--- src/rtl/writeback_unit.sv ---
// writeback_unit
//   Write-side master of the register file. ALU results and load results share
//   the single write port (reg_write / wr_rd / wr_data). ALU results always win.
//   Loads that cannot go straight through are buffered in a small load queue.
//   The queue drains in cycles where the ALU does not use the port.
//   Outputs are registered on posedge clk, so they are stable when the register
//   file writes on negedge.
//
// Optional feature: define WB_BYPASS_EN to add a combinational operand bypass.
//   The bypass searches the registered write port and the load queue.
//
// Parameters
//   LQ_DEPTH        load-queue entries (power of 2, >= 2)
//   STARVE_MAX      cycles the queue head may wait before alu_hold is raised
//   INSTR_REG_SIZE  register index width (core value 5)
//   WD_SIZE         data width (core value 32)
//
// Ports
//   clk, reset_n               clock; synchronous active-low reset
//   alu_valid/alu_rd/alu_data  ALU result (cannot be back-pressured)
//   mem_valid/mem_ready        load handshake; mem_ready is combinational
//   mem_rd/mem_data            load result
//   reg_write/wr_rd/wr_data    register-file write port (registered)
//   lq_count                   load-queue occupancy
//   alu_hold                   asks upstream not to issue an ALU op next cycle
//   byp_rs*/byp_rs*_hit/_data  bypass lookup (WB_BYPASS_EN only)

module writeback_unit #(
  parameter int LQ_DEPTH       = 4,
  parameter int STARVE_MAX     = 8,
  parameter int INSTR_REG_SIZE = 5,
  parameter int WD_SIZE        = 32
) (
  input  logic                      clk,
  input  logic                      reset_n,
  input  logic                      alu_valid,
  input  logic [INSTR_REG_SIZE-1:0] alu_rd,
  input  logic [WD_SIZE-1:0]        alu_data,
  input  logic                      mem_valid,
  output logic                      mem_ready,
  input  logic [INSTR_REG_SIZE-1:0] mem_rd,
  input  logic [WD_SIZE-1:0]        mem_data,
  output logic                      reg_write,
  output logic [INSTR_REG_SIZE-1:0] wr_rd,
  output logic [WD_SIZE-1:0]        wr_data,
  output logic [$clog2(LQ_DEPTH):0] lq_count,
`ifdef WB_BYPASS_EN
  input  logic [INSTR_REG_SIZE-1:0] byp_rs1,
  input  logic [INSTR_REG_SIZE-1:0] byp_rs2,
  output logic                      byp_rs1_hit,
  output logic                      byp_rs2_hit,
  output logic [WD_SIZE-1:0]        byp_rs1_data,
  output logic [WD_SIZE-1:0]        byp_rs2_data,
`endif
  output logic                      alu_hold
);

  localparam int PW = $clog2(LQ_DEPTH);
  localparam int CW = PW + 1;
  localparam int SW = $clog2(STARVE_MAX + 1);

  logic [INSTR_REG_SIZE-1:0] lq_rd   [LQ_DEPTH];
  logic [WD_SIZE-1:0]        lq_data [LQ_DEPTH];
  logic [PW-1:0]             head;
  logic [PW-1:0]             tail;
  logic [SW-1:0]             starve_cnt;
  logic [SW-1:0]             starve_nxt;

  logic alu_win;
  logic lq_empty;
  logic mem_accept;
  logic load_live;
  logic pop;
  logic cut;
  logic push;

  assign mem_ready  = reset_n && (lq_count < CW'(LQ_DEPTH));
  assign mem_accept = mem_valid && mem_ready;
  // x0 results are discarded, so they never claim the port or a queue slot.
  assign alu_win    = alu_valid && (alu_rd != '0);
  assign load_live  = mem_accept && (mem_rd != '0);
  assign lq_empty   = (lq_count == '0);
  assign pop        = !alu_win && !lq_empty;
  // A load may skip the queue only when nothing older is waiting in it.
  assign cut        = !alu_win && lq_empty && load_live;
  assign push       = load_live && !cut;

  always_comb begin
    starve_nxt = starve_cnt;
    if (lq_empty || pop)
      starve_nxt = '0;
    else if (starve_cnt < SW'(STARVE_MAX))
      starve_nxt = starve_cnt + SW'(1);
  end

  always_ff @(posedge clk) begin
    if (!reset_n) begin
      head       <= '0;
      tail       <= '0;
      lq_count   <= '0;
      starve_cnt <= '0;
      alu_hold   <= 1'b0;
      reg_write  <= 1'b0;
      wr_rd      <= '0;
      wr_data    <= '0;
    end else begin
      if (alu_win) begin
        reg_write <= 1'b1;
        wr_rd     <= alu_rd;
        wr_data   <= alu_data;
      end else if (pop) begin
        reg_write <= 1'b1;
        wr_rd     <= lq_rd[head];
        wr_data   <= lq_data[head];
      end else if (cut) begin
        reg_write <= 1'b1;
        wr_rd     <= mem_rd;
        wr_data   <= mem_data;
      end else begin
        // Address and data keep their last values when the port is idle.
        reg_write <= 1'b0;
      end

      if (push) tail <= tail + PW'(1);
      if (pop)  head <= head + PW'(1);

      case ({push, pop})
        2'b10:   lq_count <= lq_count + CW'(1);
        2'b01:   lq_count <= lq_count - CW'(1);
        default: lq_count <= lq_count;
      endcase

      starve_cnt <= starve_nxt;
      alu_hold   <= (starve_nxt == SW'(STARVE_MAX));
    end
  end

  // Queue storage needs no reset; occupancy alone decides which entries are live.
  always_ff @(posedge clk) begin
    if (reset_n && push) begin
      lq_rd[tail]   <= mem_rd;
      lq_data[tail] <= mem_data;
    end
  end

`ifdef WB_BYPASS_EN
  // Returns {hit, data}. Entries are visited oldest to newest so that later
  // matches overwrite earlier ones. The registered write port is newest of all.
  function automatic logic [WD_SIZE:0] byp_search(input logic [INSTR_REG_SIZE-1:0] rs);
    logic [PW-1:0]      idx;
    logic               hit;
    logic [WD_SIZE-1:0] data;
    hit  = 1'b0;
    data = '0;
    idx  = '0;
    if (rs != '0) begin
      for (int i = 0; i < LQ_DEPTH; i++) begin
        idx = head + PW'(i);
        if ((CW'(i) < lq_count) && (lq_rd[idx] == rs)) begin
          hit  = 1'b1;
          data = lq_data[idx];
        end
      end
      if (reg_write && (wr_rd == rs)) begin
        hit  = 1'b1;
        data = wr_data;
      end
    end
    return {hit, data};
  endfunction

  always_comb begin
    {byp_rs1_hit, byp_rs1_data} = byp_search(byp_rs1);
    {byp_rs2_hit, byp_rs2_data} = byp_search(byp_rs2);
  end
`endif

endmodule

--- config.mk ---
export PLATFORM = sky130hd
export DESIGN_NAME = writeback_unit
export DESIGN_NICKNAME = d
export VERILOG_FILES = /design/src/rtl/writeback_unit.sv
export SDC_FILE = /design/constraint.sdc
export NUM_CORES = 1
export LEC_CHECK = 0
export CORE_ASPECT_RATIO = 2
export CORE_MARGIN = 2
export CORE_UTILIZATION = 32
export DETAILED_ROUTE_END_ITERATION = 10
export PLACE_DENSITY_LB_ADDON = 0.25
export SLEW_MARGIN = 40
export SYNTH_ARGS = -nofsm -noshare
export SYNTH_HDL_FRONTEND = slang
export SYNTH_SLANG_ARGS = --single-unit
--- constraint.sdc ---
create_clock -name clk -period 2.9 [get_ports clk]
set_clock_uncertainty 0.1 [all_clocks]
set_input_delay 0.435 -clock clk [delete_from_list [all_inputs] [get_ports clk]]
set_output_delay 0.435 -clock clk [all_outputs]
set_load 0.1 [all_outputs]
==> impl_metrics.csv, run 1 <==
group,metric,value,unit
routing,ant_nets,0,
place,port_buffers,120,
timing,layout_setup_ws,133.0,ps
place,dp_slack,-356.0,ps
synth,syn_nets,614,
synth,ys_warn_count,0,
timing,relSlewSlack,49.28,%
die,io-pin-count,121,
routing,avgViaCountPerCell,4.954,
place,hpwlAfterDp,13490,um
routing,drc,0,
synth,synthSimpleGateAreaFrac,11.02,%
critical_path,setup.worst_path.class,"in2reg",
cells_and_area,layout.nets,761,
timing,hold_slack,244.1,ps
power,ir_drop,500.9,uV
place,place_inst,992,
die,die_h,229.1,um
place,post_dp_cell_area,9877,sq um
global_route,grt_antenna_before_repair,1,
synth,synth-seq-area-share,67.65,%
synth,async_reset_ff_share,0,%
cells_and_area,area_delta_synth_final,29.21,%
synth,postSynthCellCount,529,
power,p_leak,3.629,nW
place,place.gp.congestion,0.7991,
clock_network,cts-root-buf,"clkbuf_16",
synth,synth-xor-area-share,0.4321,%
routing,first_pass_iters,5,
clock_network,cts_buffers,17,
cells_and_area,drive_gt1_share,24.24,%
timing,tightest_slew,760.8,ps
die,die_w,116.6,um
cells_and_area,fin_util,41.85,%
clock_network,htree_levels,4,
synth,synth_compound_area_share,6.559,%
timing,fin_crit_sh,95.41,%
synth,syn_area,8108,sq um
global_route,grt_pass1_wl,31440,um
timing,post-route-min-period,2767,ps
timing,rsz0062_at_grt,"no",
global_route,grt_max_degree,41,
synth,syn_area_per_cell,15.33,sq um
global_route,grt_pass1_vias,5574,
routing,vias,5083,
routing,drtIter0Drc,248,
clock_network,cts_tree,"yes",
cells_and_area,finalNonFillerCells,1026,
outcome,status,"complete, no violations",
global_route,grt-ovfl-total,0,
synth,yosys-mux-area-fraction,10.52,%
synth,synth_enable_flop_cells,148,
global_route,grt_use_total,15.98,%
synth,synth_top_family_by_area,"simple AND/OR/NAND/NOR gates",
critical_path,cp.arrival,3040,ps
routing,wl_per_cell,19.61,um
synth,synth_flop_cell,"edfxtp_1",
clock_network,hold_buffers,0,
timing,finalSetupViolCount,0,
power,p_per_area,891.2,nW/um^2
timing,timing.fmax,0.3614,GHz
clock_network,clock_path_buffers,2,
synth,ys_types,43,
critical_path,cp_max_fo,2,
synth,synth_fa_ha_area_share,1.173,%
min_path,min_path_type,"in2reg",
timing,drv_slew,0,
die,core,25030,sq um
die,initial_core_util,32.39,%
critical_path,cp.required,3170,ps
routing,routed_wl,20120,um
synth,synth-seq-cells,200,
cells_and_area,design_area,10480,sq um
clock_network,cts_num_sinks,200,
critical_path,crit_path_start_kind,"input pin",
die,rows,82,
critical_path,end_kind,"register",
run,maxCapViolCount,0,
clock_network,clk_pin_slew,70,ps
die,die-area,26700,sq um
timing,finalHoldViolations,0,
clock_network,worstSkewPairLatency,440,ps
-- state kept, by name, indices dropped and copies added, names as in the netlist, named ones only --
name        flops
reg_write       1
wr_data        32
tail            2
lq_count        3
lq_rd          20
lq_data       128
wr_rd           5
starve_cnt      4
head            2
alu_hold        1
-- metrics by stage --
step                setup TNS, ps  total power, mW
finish                          0            9.336
floorplan                       0            6.091
CTS                             0            9.464
global placement           -325.9            7.029
detailed placement         -442.6            7.110
global route                    0            9.770
-- metal layers --
metal  global-route usage [%]  routed length [um]  vias to the layer above
li1                         -                   -                     2342
met1                    16.69                7357                     2596
met2                    30.41               11540                      118
met3                    3.123                 755                       27
met4                    6.140                 460                        0
met5                        0                   0                        -
-- critical path: stages --
cell	delay [ps]
clkdlybuf4s50_1	500
or4_4	520
o211ai_1	250
nor2_1	60
inv_1	60
ha_1	170
inv_1	50
fa_1	370
xor2_1	160
or3_1	320
a21oi_1	140
-- synth_stat cells, drive strengths merged (2+ instances only) --
cell type | n | share of area (%)
nand3 | 39 | 2.4
a2bb2oi | 2 | 0.22
or2b | 16 | 1.5
ha | 6 | 0.93
clkbuf | 19 | 1.3
nor4 | 4 | 0.31
a32o | 35 | 4.3
inv | 6 | 0.28
o31ai | 2 | 0.19
mux4 | 37 | 10
or3 | 3 | 0.23
nor2b | 2 | 0.15
o21ai | 6 | 0.42
or4 | 2 | 0.28
nor2 | 12 | 0.56
nand2 | 72 | 3.3
and3 | 4 | 0.31
edfxtp | 148 | 55
dfxtp | 52 | 13
a21oi | 11 | 0.73
mux2i | 2 | 0.25
nand2b | 20 | 1.5
buf | 12 | 1.1
xor2 | 3 | 0.32
nor3 | 3 | 0.32
-- report_power, final --
part	internal [mW]	switching (mW)	leakage, nW	total [mW]
logic	1.08	2.42	1.58	3.50
registers	3.34	0.158	1.77	3.50
clock network	1.22	1.12	0.284	2.34
-- worst paths after layout --
kind / from / to / slack [ps] / depth (start not counted)
max: mem_rd[3] / lq_count[2]$_SDFFE_PN0P_ / 130 / 11
min: mem_rd[0] / lq_rd[2][0]$_DFFE_PP_ / 240 / 1
max reg2reg: lq_count[1]$_SDFFE_PN0P_ / lq_count[2]$_SDFFE_PN0P_ / 410 / 10
min reg2reg: wr_data[29]$_SDFFE_PN0P_ / wr_data[29]$_SDFFE_PN0P_ / 370 / 1
-- placed cells by master, fill, tap and decap left out, drive strengths merged, types with 5 or more instances in the layout --
master / count
clkinv: 5
o21ai: 6
nand3: 39
nand2: 72
clkbuf: 17
dfxtp: 52
ha: 6
a32o: 35
nor2: 12
a21oi: 11
edfxtp: 148
inv: 14
mux4: 37
or2b: 16
nand2b: 20
buf: 82
clkdlybuf4s50: 76
-- cells by family after synthesis --
| family | after synthesis |
|---|---|
| and+or+nand+nor | 178 |
| DFF | 200 |
| xor gates and xnor gates | 4 |
| adders and majority gates | 7 |
| buffers and inverters | 38 |
| muxes | 39 |
| AOI/OAI and AO/OA | 63 |
-- area by class of cell --
| type | instances | area, sq um |
|---|---|---|
| fillers | 2356 | 14560 |
| flip-flops and latches | 200 | 5490 |
| multi-input cells | 291 | 2446 |
| repair buffers | 159 | 1504 |
| clock buffers | 17 | 425.4 |
| well taps | 336 | 420.4 |
| clock inverters | 15 | 161.4 |
| inverters | 7 | 26.28 |
| diodes | 1 | 2.502 |
-- repair_timing --
| action | 4_1_cts | 5_1_grt |
|---|---|---|
| resized for setup | 0 | 1 |
| endpoints found under the setup margin | 0 | 1 |
| endpoints found under the hold margin | 0 | 0 |
| setup buffers | 0 | 1 |
Note: power is estimated with default switching activity, not from simulation.
==> run 2, diff against run 1 <==
- SKIP_LAST_GASP: not set -> 1
==> results of run 2 <==
No change in the layout: final DEF, timing and power equal those of run 1.
